--- src/rtl/regfile_pkg.sv ---
// Shared sizing constants and types for the 16 x 32 general-purpose register file.
package regfile_pkg;

  localparam int NUM_REGS = 16;
  localparam int ADDR_W   = 4;
  localparam int DATA_W   = 32;

  typedef logic [ADDR_W-1:0]           reg_addr_t;
  typedef logic [DATA_W-1:0]           reg_data_t;
  typedef reg_data_t [NUM_REGS-1:0]    reg_array_t;

endpackage

--- src/rtl/regfile_read_port.sv ---
// One combinational read port: selects an entry from the array, or the forwarded
// write data when the top asserts fwd_en.
module regfile_read_port
  import regfile_pkg::*;
(
  input  reg_array_t regs,
  input  reg_addr_t  addr,
  input  logic       fwd_en,
  input  reg_data_t  fwd_data,
  output reg_data_t  data
);

  assign data = fwd_en ? fwd_data : regs[addr];

endmodule

--- src/rtl/register_file.sv ---
// 16 x 32 register file: one synchronous write port, two combinational read ports,
// full array exported on regfile. Define RF_BYPASS_EN for write-through forwarding.
module register_file
  import regfile_pkg::*;
(
  input  logic              clk,
  input  logic              rst,
  input  logic              we3,
  input  logic [ADDR_W-1:0] a3,
  input  logic [DATA_W-1:0] wd3,
  input  logic [ADDR_W-1:0] a1,
  input  logic [ADDR_W-1:0] a2,
  output logic [DATA_W-1:0] rd1,
  output logic [DATA_W-1:0] rd2,
  output logic [DATA_W-1:0] regfile [NUM_REGS-1:0]
);

  reg_array_t mem;
  logic       fwd1;
  logic       fwd2;

  // NOTE: the whole array is cleared on reset on purpose -- software relies on
  // every register starting at zero, and there is no hardwired-zero entry.
  always_ff @(posedge clk or posedge rst) begin
    if (rst) begin
      mem <= '0;
    end else if (we3) begin
      mem[a3] <= wd3;
    end
  end

  for (genvar i = 0; i < NUM_REGS; i++) begin : g_export
    assign regfile[i] = mem[i];
  end

`ifdef RF_BYPASS_EN
  // Reset must still force zero reads, so forwarding is suppressed while rst is high.
  assign fwd1 = we3 && !rst && (a1 == a3);
  assign fwd2 = we3 && !rst && (a2 == a3);
`else
  assign fwd1 = 1'b0;
  assign fwd2 = 1'b0;
`endif

  regfile_read_port u_rd1 (
    .regs     (mem),
    .addr     (a1),
    .fwd_en   (fwd1),
    .fwd_data (wd3),
    .data     (rd1)
  );

  regfile_read_port u_rd2 (
    .regs     (mem),
    .addr     (a2),
    .fwd_en   (fwd2),
    .fwd_data (wd3),
    .data     (rd2)
  );

endmodule

--- config.mk ---
export PLATFORM = sky130hd
export DESIGN_NAME = register_file
export DESIGN_NICKNAME = d
export VERILOG_FILES = /design/src/rtl/regfile_pkg.sv /design/src/rtl/regfile_read_port.sv /design/src/rtl/register_file.sv
export SDC_FILE = /design/constraint.sdc
export NUM_CORES = 1
export LEC_CHECK = 0
export BUFFER_PORTS_ARGS = -buffer_cell sky130_fd_sc_hd__buf_2
export CORE_MARGIN = 8
export CORE_UTILIZATION = 30
export CTS_BUF_LIST = sky130_fd_sc_hd__clkbuf_4 sky130_fd_sc_hd__clkbuf_8 sky130_fd_sc_hd__clkbuf_16
export CTS_CLUSTER_DIAMETER = 40
export DETAILED_ROUTE_END_ITERATION = 7
export GPL_ROUTABILITY_DRIVEN = 0
export GPL_TIMING_DRIVEN = 0
export PLACE_DENSITY = 0.59
export SLEW_MARGIN = 20
export SYNTH_ARGS = -nofsm -noshare
export SYNTH_HDL_FRONTEND = slang
export SYNTH_SLANG_ARGS = --single-unit
export TNS_END_PERCENT = 20
--- constraint.sdc ---
create_clock -name clk -period 30.9 [get_ports clk]
set_clock_uncertainty 0.15 [all_clocks]
set_input_delay 1.545 -clock clk [delete_from_list [all_inputs] [get_ports clk]]
set_output_delay 1.545 -clock clk [all_outputs]
set_load 0.005 [all_outputs]
# Yosys cells after proc, flatten, opt, wreduce, memory -nomap -nowiden
# Index checks and enable logic that the tools add are counted.
# word_totals
reg_bits,512
out_inout_bits,576
# op_classes
magnitude_cmp,4
muxes,7
n_reduce_logical,1
# op_table
cell,n
bitwise mux 512 bit,1
binary-select mux 32 bit (select 4 bit),2
demux 32 bit (select 4 bit),1
2-to-1 mux 32 bit,3
< comparator 4 x 5 -> 1 bit (second input constant),3
greater-or-equal comparator 4 x 1 -> 1 bit (second input constant),1
logical AND 1 bit,1

# Depth between registers and ports, before layout
# Gate-level depths: netlist of run 1.
# depth
depth_word,5
depth_mapped,5
mapped_depth_nobuf,3

# By module
# A second synthesis of run 1 with hierarchy kept.
# hier_totals
hier_cells,1752
area_unflattened_um2,28107.0
# by_module_without_submodules
module,instances,cells_each,area_per_inst_um2
register_file,1,1136,19135.9
regfile_read_port,2,308,4485.6

# Worst setup path before layout of run 1
# No wires, ideal clock.
# synth_timing
path_type,input -> output
from,input port a1[0]
to,output port rd1[10]
t_arrival_ps,2857
t_required_ps,29205
path_slack_ps,26348
path_stages,5
path_cell_list,clkbuf_1 > buf_2 > mux4_2 > a22oi_1 > nand2_1
# synth_via
elab_chain_cells,2
# synth_rtl
element,line_no,text
from (decl),register_file.sv:11,"input logic [ADDR_W-1:0] a1,"
binary-select mux 32 bit (select 4 bit),regfile_read_port.sv:13,assign data = fwd_en ? fwd_data : regs[addr];
2-to-1 mux 32 bit (not written as such),regfile_read_port.sv:13,
to (decl),register_file.sv:13,"output logic [DATA_W-1:0] rd1,"
# No other way between the ends. The select of a mux whose other input is x is not followed.

# Final worst setup path of run 1
# layout_timing
from,input port a1[1]
to,output port rd1[29]
# The elaborated chain is that of the path after synthesis.

==> results of run 1 <==
[layout make-up]
type                            instances  area (µm²)  share of cell area (%)
Timing Repair Buffer                  624        3260                    9.31
Clock buffer                          121        2720                    7.78
Clock inverter                         66         982                    2.81
Inverter                                1        11.3                  0.0322
Buffer                                172         841                    2.40
Antenna cell                            6        15.0                  0.0429
Tap cell                             1165        1460                    4.16
Multi-Input combinational cell        992       12900                    36.9
Sequential cell                       512       12800                    36.6
[power groups by stage]
stage                     Sequential [W]  Clock, W  Combinational, W
final                            0.00100   0.00119          0.000742
after global routing             0.00102   0.00124          0.000781
after CTS                       0.000998   0.00121          0.000748
after detailed placement         0.00101         0          0.000744
after global placement          0.000991         0          0.000733
after floorplan                 0.000972         0          0.000358
[logic make-up after synthesis]
logic type,count (synthesis)
DFF,512
AOI/OAI and AO/OA,128
buffers and inverters,173
and+or+nand+nor,96
muxes,768
[layer usage]
layer | global-route usage (%) | share of wire, % | routed length (µm) | vias to the layer above
met5 | 0 | 0.042 | 57 | -
met1 | 33.2 | 38 | 52300 | 11300
met4 | 11.6 | 4.4 | 6040 | 8
met2 | 43.4 | 47 | 64700 | 1238
li1 | - | - | - | 8104
met3 | 8.96 | 10 | 13800 | 298
[layout by cell type, fill, tap and decap left out, drive strengths merged]
cell type,count
buf,705
nand3,1
mux4,256
nand2b,4
diode,6
dfrtp,512
a22oi,128
clkinv,27
clkinvlp,11
clkbuf,212
nor3b,1
nand2,66
nor2,12
nor2b,5
mux2,512
or3,3
and2,2
nand3b,2
bufinv,19
inv,10
[through the flow]
step	power, W	utilization [%]	hold slack, ns
floorplan	0.00133	-	0.367
global placement	0.00172	35.3	0.363
detailed placement	0.00175	35.6	0.387
CTS	0.00295	39.8	0.395
global route	0.00304	39.8	0.412
finish	0.00294	39.8	0.395
[path summary, 6_finish.rpt]
| path | endpoint | start |
|---|---|---|
| hold / removal | regfile[379] | regfile[379] |
| hold reg to reg | regfile[379] | regfile[379] |
| setup / recovery | rd1[29] | a1[1] |
| setup reg to reg | regfile[286] | regfile[286] |
| max in group asynchronous | regfile[433] | rst |
| min in group asynchronous | regfile[288] | rst |
==> results.txt, run 1 <==
----------------------------------------------------
[Worst setup path]
  Critical Path AT ... around 4.4 ns
  WP depth ... 6
  Crit Path Category ... primary input to output pin
  FF-to-FF setup slack ... ~30 ns
  Longest individual stage delay on the worst path ... roughly 0.85 ns
  Depth of the most critical reg-to-reg path ... 1
  CP delay by family, top ... buffers and inverters
  Data required time of the critical path ... approximately 29 ns
  Cell-by-cell listing of the critical path ... buf_2, clkbuf_1, mux4_2, a22oi_1, nand2_1, buf_2
  Highest fanout seen on the critical path ... 10
  Cell repeated most along the worst path ... buf_2
  Startpoint type of the worst setup path ... primary input
  Kind of end point of the critical path ... output pin
  Cell with the biggest individual delay on the critical path ... clkbuf_1
  Number of buffers and inverters on the critical path ... 3

[GRT]
  Antenna violations before repair ... 10
  Total global routing track utilization ... 27.0%
  Total gr overflow ... 0
  Vias in the first global route ... ~22000
  Global-route wire length before repair ... 186000 µm
  Maximum number of pins on one net before global-route repair ... 108

[Final layout]
  Synth-to-Final Area Change ... 32.0%
  # nets final ... between 2000 and 2500
  Filler-free cell count of the finished design ... approximately 3700
  Fraction of layout instances using a drive strength above 1 ... between 60% and 70%
  Total of fill cells in the finished design ... about 8300
  Design area ... roughly 35000 µm²
  Flip-flop count of the largest register, all copies and words added ... between 500 and 600

[Logic synthesis]
  Main combinational cell family by area after synthesis ... multiplexers
  Proportion of synthesized area in mux cells ... 43.5%
  Most used flip-flop cell after synthesis ... dfrtp_1
  Count leader, synth ... dfrtp_1
  Synth async-reset ratio ... 100%
  Count of different cell masters after synthesis ... 20
  Ranking of synthesized cells by instance count ... dfrtp_1 (512), mux2_2 (499), mux4_2 (256)
  Post-Syn Area ... 26500 µm²
  Synth Net Count ... roughly 1700
  Yosys warns ... 0
  Area fraction in and, or, nand and nor cells after synthesis ... under 10%
  Synthesized area divided by synthesized cell count ... between 15 and 20 µm²
  Post-Synth XOR/XNOR Area ... 0%
  Compound-Gate Fraction of Synth Area ... around 3.6%
  Top post-synthesis cells by area ... dfrtp_1 (48%), mux4_2 (22%), mux2_2 (21%), a22oi_1 (3.6%), clkbuf_1 (1.3%)
  Cell count after synthesis ... between 1500 and 2000
  Count of flip-flops with a built-in enable after synthesis ... 0
  Cell type contributing the most total cell area after synthesis ... dfrtp_1
  Area fraction of the dominant cell type after synthesis ... between 40% and 50%
  Part of the Yosys area used for sequential elements ... between 40% and 50%
  Seq cells post-synth ... slightly above 500
  Area share of fa/ha/maj cells after synthesis ... 0%

[CTS]
  Total CTS buffers ... 99
  Clock tree from TritonCTS ... yes
  H-tree depth ... 3
  Number of instances resized during post-cts repair ... 0
  Cts hold-fix bufs ... 0
  Number of post-CTS setup repair buffers ... 0
  Longest Clk Path Bufs ... 3
  Number of sinks handled by clock tree synthesis ... a little over 500
  Clock tree root buffer cell ... clkbuf_16
  Clock latency on the worst-skew pair ... roughly 0.66 ns
  Clock transition at the register clock pins on the worst setup and hold paths after CTS ... ~0.050 ns

[Hold path]
  Type of the worst min-delay path ... flip-flop to flip-flop
  Worst hold path stage count ... 1

[Floorplanning]
  Core Region ... 88000 µm²
  Die outline area ... between 90000 and 100000 µm²
  Vertical die dimension ... 313 µm
  Initial Util ... a little over 30%
  Die width ... around 310 µm
  Placement Rows ... 109
  Number of top-level design ports ... 623

[Timing]
  Achievable clock frequency ... about 170 MHz
  Share of the clock period used by the worst path after layout ... around 20%
  Number of setup violations in the final report ... 0
  Setup tns final ... 0 ns
  Slew HR ... 23.2%
  Final hold violations ... 0
  Final Critical Period ... just over 6 ns
  Post-route setup slack ... roughly 25 ns
  Setup repair after global routing missed its margin ... no
  Final slew viol count ... 0
  Transition time at the pin with the least slew margin ... about 1.2 ns

[Drt]
  Iteration-0 DRC Markers ... 1897
  Remaining antenna violation count ... 0
  Post-detailed-routing wire length ... roughly 140000 µm
  Total DRC errors in the routed layout ... 0
  Ratio of routed vias to standard cells ... ~5.7
  WL per Instance ... around 37 µm
  Via count ... 20900
  DR pass1 iterations ... 5

[Placement]
  Number of placed cells counting well taps ... approximately 3500
  Worst slack at placement ... approximately 25 ns
  PortBufs ... roughly 620
  Final HPWL DP ... approximately 100000 µm
  Total cell area at the placement stage ... 31300 µm²

[Power and ir drop]
  Gate power share ... between 20% and 30%
  Fraction of power spent switching nets ... 31.5%
  Internal power component ... 0.00201 W
  Switching component of the power ... between 0.0009 and 0.001 W
  Pwr/cell area ... 83.9 nW/µm²
  Pleak ... approximately 16 nW
  Share of power burned in the clock network ... 40.5%
  Sequential Power Share ... between 30 and 40%
  Worst vdd rail ir drop ... 0.0000445 V

[Run status]
  Result of the run ... finished clean

[Run]
  Reported max-cap violation count ... 0

----------------------------------------------------
(Power assumes the default switching activity.)
==> inputs of run 2 (changes only) <==
--- a/config.mk
+++ b/config.mk
@@ -13,7 +13,7 @@
 export DETAILED_ROUTE_END_ITERATION = 7
 export GPL_ROUTABILITY_DRIVEN = 0
 export GPL_TIMING_DRIVEN = 0
-export PLACE_DENSITY = 0.59
+export PLACE_DENSITY = 0.6
 export SLEW_MARGIN = 20
 export SYNTH_ARGS = -nofsm -noshare
 export SYNTH_HDL_FRONTEND = slang
==> constraint.sdc (replaced) <==
create_clock -name clk -period 5.13 [get_ports clk]
set_clock_uncertainty 0.15 [all_clocks]
set_input_delay 0.2565 -clock clk [delete_from_list [all_inputs] [get_ports clk]]
set_output_delay 0.2565 -clock clk [all_outputs]
set_load 0.005 [all_outputs]
==> results.txt, run 2 (synthesis results as in run 1) <==
----------------------------------------------------
[CTS]
  H-tree depth ... 3 (unchanged)
  Clock tree from TritonCTS ... yes
  Number of sinks handled by clock tree synthesis ... 512 (unchanged)
  Longest Clk Path Bufs ... 3 (unchanged)
  Clock latency on the worst-skew pair ... 0.64 ns (-0.02 ns)
  Total CTS buffers ... 94 (-5.1%)
  Number of post-CTS setup repair buffers ... 0 (unchanged)
  Clock transition at the register clock pins on the worst setup and hold paths after CTS ... 0.05 ns (about the same)
  Clock tree root buffer cell ... clkbuf_16

[Final layout]
  Flip-flop count of the largest register, all copies and words added ... 512 (unchanged)
  # nets final ... 2490 (+1.7%)
  Fraction of layout instances using a drive strength above 1 ... 66.3% (-1.0 points)
  Commonest cells after routing, fill and taps aside ... buf_2 (687), dfrtp_1 (512), mux2_2 (499)
  Most frequent standard cell in the layout excluding fill and tap cells ... buf_2
  Synth-to-Final Area Change ... 33.2%
  Total of fill cells in the finished design ... 8200 (-1.2%)

[GRT]
  Global-route wire length before repair ... 185000 µm (-0.88%)
  Maximum number of pins on one net before global-route repair ... 37 (-66%)
  Vias in the first global route ... 22200 (+1.6%)
  Total global routing track utilization ... 26.6% (-0.34 points)
  Total gr overflow ... 0 (unchanged)
  Antenna violations before repair ... 8 (-2)

[Drt]
  Via count ... 21000 (+0.39%)
  Ratio of routed vias to standard cells ... 5.69 (-0.48%)
  Remaining antenna violation count ... 0 (unchanged)
  Total DRC errors in the routed layout ... 0 (unchanged)
  Post-detailed-routing wire length ... 135000 µm (-1.4%)
  Iteration-0 DRC Markers ... 1859 (-2.0%)
  DR pass1 iterations ... 5 (unchanged)
  WL per Instance ... 36.6 µm (-2.2%)

[Timing]
  Share of the clock period used by the worst path after layout ... between 70% and 80%
  Post-route setup slack ... 1.50 ns (-23.35 ns)
  Achievable clock frequency ... between 200 and 300 MHz
  Final hold violations ... 0 (unchanged)
  Number of setup violations in the final report ... 0 (unchanged)
  Transition time at the pin with the least slew margin ... 1.20 ns (+0.0487 ns)
  Slew HR ... 20.0% (-3.2 points)
  Final Critical Period ... between 3 and 4 ns
  Setup repair after global routing missed its margin ... no
  Final slew viol count ... 0 (unchanged)

[Power and ir drop]
  Worst vdd rail ir drop ... 0.000289 V (+550%)
  Fraction of power spent switching nets ... 31.7% (+0.22 points)
  PnR Total Power ... 0.0174 W (+490%)
  Sequential Power Share ... 34.8% (+0.6 points)
  Switching component of the power ... 0.00551 W (+500%)
  Pleak ... 15.9 nW (+0.80%)
  Internal power component ... 0.0119 W (+490%)
  Pwr/cell area ... 492 nW/µm² (+490%)
  Share of power burned in the clock network ... 39.3% (-1.2 points)
  Gate power share ... 25.9% (+0.6 points)

[Worst setup path]
  Kind of end point of the critical path ... output pin
  Data required time of the critical path ... 4.72 ns (-24.49 ns)
  R2r endpoint ... regfile[286]
  Depth of the most critical reg-to-reg path ... 1 (unchanged)
  Highest fanout seen on the critical path ... 11 (+1)
  Startpoint type of the worst setup path ... primary input
  Start of the worst register-to-register path ... regfile[286]
  Critical Path AT ... 3.23 ns (-1.12 ns)
  FF-to-FF setup slack ... 3.97 ns (-25.76 ns)
  Crit Path Category ... primary input to output pin

[Hold path]
  Type of the worst min-delay path ... primary input to flip-flop
  Worst hold path stage count ... 4 (+3)
  Worst Min Path Start ... a3[2]
  Worst Hold End ... regfile[29]

[Placement]
  Worst slack at placement ... 1.46 ns (-23.34 ns)
  PortBufs ... 618 (unchanged)
  Final HPWL DP ... 101000 µm (+0.14%)

[Floorplanning]
  Die outline area ... 98200 µm² (unchanged)
  Placement Rows ... 109 (unchanged)
  Die width ... 313 µm (unchanged)
  Vertical die dimension ... 313 µm (unchanged)
  Core Region ... 88000 µm² (unchanged)
  Initial Util ... 30.2% (unchanged)
  Number of top-level design ports ... 623 (unchanged)

[Run]
  Reported max-cap violation count ... 0 (unchanged)

[Run status]
  Result of the run ... finished clean

----------------------------------------------------
[run 2: changes by cell type in the layout (fill, tap and decap cells not counted), moves of 3 or more]
cell	previous run	this run
dlygate4sd3_1	0	34
buf_12	0	15
diode_2	6	2
inv_6	7	12
clkbuf_2	28	23
buf_16	6	3
clkinv_4	15	9
clkbuf_8	13	10
clkbuf_1	63	67
clkbuf_16	99	95
clkinv_8	1	4
[run 2: worst max-delay path: stages]
cell      delay, ns
buf_2          0.51
clkbuf_1       0.91
mux4_2         0.43
a22oi_1        0.56
nand2_1        0.30
buf_2          0.23
[run 2: stage by stage]
step	hold slack [ns]	setup TNS (ns)	util, %	cells	cell area, µm²
final	0.161	0	40.2	3691	35300
after floorplan	0.258	-1141.16	-	1677	26500
after detailed placement	0.0592	0	35.8	3478	31500
after CTS	0.129	0	40.2	3689	35300
after global placement	0.367	-2607.40	35.3	3460	31100
after global routing	0.196	0	40.2	3689	35300
[run 2: worst max path at each step]
stage | from | to | slack, ns | cells past startpoint
2_1_floorplan | rst | regfile[0] | -2.23 | 1
3_3_place_gp | rst | regfile[39] | -5.20 | 2
3_5_place_dp | a1[1] | rd1[29] | 1.46 | 6
4_1_cts | a1[1] | rd1[29] | 1.46 | 6
5_1_grt | a1[1] | rd1[29] | 1.49 | 6
6_report | a1[1] | rd1[29] | 1.50 | 6
[run 2: what timing repair did]
item / CTS / global route
gates resized for setup: 0 / 0
hold buffers: 34 / 0
hold endpoints to repair: 368 / 0
[run 2: power by group through the flow]
stage	registers, W	logic (W)	clock network (W)
after global placement	0.00597	0.00440	0
after detailed placement	0.00606	0.00449	0
after CTS	0.00600	0.00453	0.00693
after floorplan	0.00585	0.00216	0
after global routing	0.00617	0.00475	0.00711
final	0.00604	0.00450	0.00684
[run 2: final cells by class]
type	instances	area, µm²	share of cell area, %
well taps	1165	1460	4.13
plain buffers	172	836	2.37
diodes	2	5.00	0.0142
inverters	1	7.51	0.0212
clock buffers	114	2580	7.31
flip-flops and latches	512	12800	36.3
repair buffers	670	3820	10.8
multi-input cells	992	12900	36.5
clock inverters	63	911	2.58
[run 2: per-layer routing]
layer | global-route usage, % | share of wire [%] | up-vias | wire length [µm]
met2 | 42.0 | 46 | 1233 | 62600
met3 | 9.32 | 9.6 | 292 | 13000
met1 | 32.9 | 39 | 11300 | 52600
met5 | 0 | 0.041 | - | 55
li1 | - | - | 8201 | -
met4 | 12.2 | 5.0 | 8 | 6700
==> inputs of run 3 (changes only) <==
--- a/config.mk
+++ b/config.mk
@@ -13,7 +13,7 @@
 export DETAILED_ROUTE_END_ITERATION = 7
 export GPL_ROUTABILITY_DRIVEN = 0
 export GPL_TIMING_DRIVEN = 0
-export PLACE_DENSITY = 0.6
+export PLACE_DENSITY = 0.59
 export SLEW_MARGIN = 20
 export SYNTH_ARGS = -nofsm -noshare
 export SYNTH_HDL_FRONTEND = slang
==> constraint.sdc (replaced) <==
create_clock -name clk -period 3.5 [get_ports clk]
set_clock_uncertainty 0.15 [all_clocks]
set_input_delay 0.175 -clock clk [delete_from_list [all_inputs] [get_ports clk]]
set_output_delay 0.175 -clock clk [all_outputs]
set_load 0.005 [all_outputs]
==> results.txt, run 3 (synthesis results as in run 1) <==
----------------------------------------------------
[Run status]
  Result of the run ... finished clean

[Timing]
  Achievable clock frequency ... about 320 MHz
  Final Critical Period ... 3.13 ns
  Setup repair after global routing missed its margin ... no
  Slew HR ... 18.7% (-1.2 points)
  Worst-case hold slack ... 0.0566 ns (-0.105 ns)
  Final slew viol count ... 0 (unchanged)
  Transition time at the pin with the least slew margin ... 1.22 ns (+0.0182 ns)
  Final hold violations ... 0 (unchanged)
  Share of the clock period used by the worst path after layout ... approximately nine tenths
  Number of setup violations in the final report ... 0 (unchanged)

[Power and ir drop]
  Worst vdd rail ir drop ... 0.000421 V (+46%)
  Pwr/cell area ... 725 nW/µm² (+47%)
  Pleak ... 16.0 nW (+0.17%)
  PnR Total Power ... 0.0257 W (+48%)

[Drt]
  Total DRC errors in the routed layout ... 0 (unchanged)
  DR pass1 iterations ... 5 (unchanged)
  Iteration-0 DRC Markers ... 2020 (+8.7%)
  Remaining antenna violation count ... 0 (unchanged)
  Post-detailed-routing wire length ... 136000 µm (+0.80%)
  Ratio of routed vias to standard cells ... 5.71 (+0.25%)
  Via count ... 21100 (+0.41%)
  WL per Instance ... 36.8 µm (+0.64%)

[GRT]
  Antenna violations before repair ... 12 (+4)
  Vias in the first global route ... 22400 (+0.78%)
  Total global routing track utilization ... 26.8% (+0.21 points)
  Global-route wire length before repair ... 187000 µm (+1.0%)
  Maximum number of pins on one net before global-route repair ... 35 (-5.4%)
  Total gr overflow ... 0 (unchanged)

[CTS]
  Clock latency on the worst-skew pair ... 0.65 ns (about the same)
  Number of instances resized during post-cts repair ... 0 (unchanged)
  H-tree depth ... 3 (unchanged)
  Number of sinks handled by clock tree synthesis ... 512 (unchanged)
  Clock tree from TritonCTS ... yes
  Clock tree root buffer cell ... clkbuf_16
  Total CTS buffers ... 98 (+4.3%)
  Clock transition at the register clock pins on the worst setup and hold paths after CTS ... 0.04 ns (about the same)
  Number of post-CTS setup repair buffers ... 0 (unchanged)
  Longest Clk Path Bufs ... 3 (unchanged)

[Final layout]
  Design area ... 35400 µm² (+0.19%)
  Filler-free cell count of the finished design ... 3697 (+0.16%)
  Flip-flop count of the largest register, all copies and words added ... 512 (unchanged)
  Synth-to-Final Area Change ... 33.5%
  Post-layout util ... 40.2% (+0.077 points)
  Commonest cells after routing, fill and taps aside ... buf_2 (686), dfrtp_1 (512), mux2_2 (499)
  Fraction of layout instances using a drive strength above 1 ... 66.4% (+0.080 points)
  Most frequent standard cell in the layout excluding fill and tap cells ... buf_2
  # nets final ... 2494 (+0.16%)

[Worst setup path]
  Start of the worst register-to-register path ... regfile[286]
  Highest fanout seen on the critical path ... 10 (-1)
  R2r endpoint ... regfile[286]
  Crit Path Category ... primary input to output pin
  Data required time of the critical path ... 3.17 ns (-1.55 ns)
  Depth of the most critical reg-to-reg path ... 1 (unchanged)
  Kind of end point of the critical path ... output pin
  Startpoint type of the worst setup path ... primary input
  FF-to-FF setup slack ... 2.37 ns (-1.60 ns)
  Critical Path AT ... 2.81 ns (-0.42 ns)

[Hold path]
  Worst hold path stage count ... 4 (unchanged)
  Worst Min Path Start ... a3[3]
  Type of the worst min-delay path ... primary input to flip-flop
  Worst Hold End ... regfile[30]

[Floorplanning]
  Vertical die dimension ... 313 µm (unchanged)
  Die width ... 313 µm (unchanged)
  Placement Rows ... 109 (unchanged)
  Number of top-level design ports ... 623 (unchanged)
  Core Region ... 88000 µm² (unchanged)
  Initial Util ... 30.2% (unchanged)
  Die outline area ... 98200 µm² (unchanged)

[Run]
  Reported max-cap violation count ... 0 (unchanged)

[Placement]
  PortBufs ... 618 (unchanged)
  Total cell area at the placement stage ... 31500 µm² (about the same)
  Final HPWL DP ... 101000 µm (+0.59%)
  Number of placed cells counting well taps ... 3478 (unchanged)

----------------------------------------------------
==> run 3: report_power, final <==
| group | internal (W) | switching [W] | total (W) |
|---|---|---|---|
| combinational | 0.00350 | 0.00312 | 0.00662 |
| clock | 0.00672 | 0.00347 | 0.0102 |
| sequential | 0.00732 | 0.00155 | 0.00886 |
==> run 3: worst max path at each step <==
stage	from	end	slack, ns	depth (start not counted)
2_1_floorplan	rst	regfile[0]	-3.78	1
3_5_place_dp	a2[0]	rd2[29]	0.24	6
6_report	a2[1]	rd2[30]	0.37	6
3_3_place_gp	rst	regfile[39]	-6.69	2
4_1_cts	a2[0]	rd2[29]	0.22	6
5_1_grt	a2[0]	rd2[29]	0.13	6
==> run 3: final cells by class <==
cell class                      instances  area [µm²]
Tap cell                             1165        1460
Clock inverter                         61         863
Timing Repair Buffer                  670        3810
Buffer                                172         837
Clock buffer                          119        2700
Antenna cell                            5        12.5
Fill cell                            8256       52600
Sequential cell                       512       12800
Multi-Input combinational cell        992       12900
Inverter                                1        7.51
==> run 3: metrics by stage <==
step,setup slack (ns),TNS [ns]
floorplan,-3.78,-1933.99
global placement,-6.69,-3368.56
detailed placement,0.238,0
CTS,0.222,0
global route,0.134,0
finish,0.366,0
==> run 3: timing repair <==
| action | 4_1_cts | 5_1_grt |
|---|---|---|
| endpoints found under the setup margin | 0 | 0 |
| endpoints found under the hold margin | 400 | 0 |
| hold buffers | 34 | 0 |
==> run 3: routing by layer <==
layer	global-route usage [%]	share of wire [%]
met1	32.7	38
met3	9.07	10
met5	0	0.026
met4	11.7	4.6
met2	43.3	47
==> run 3: worst max-delay path, cell delays in order <==
cell and delay, ns:
clkbuf_1 0.41, clkbuf_1 0.86, mux4_2 0.43, a22oi_1 0.47, nand2_1 0.26, buf_2 0.19
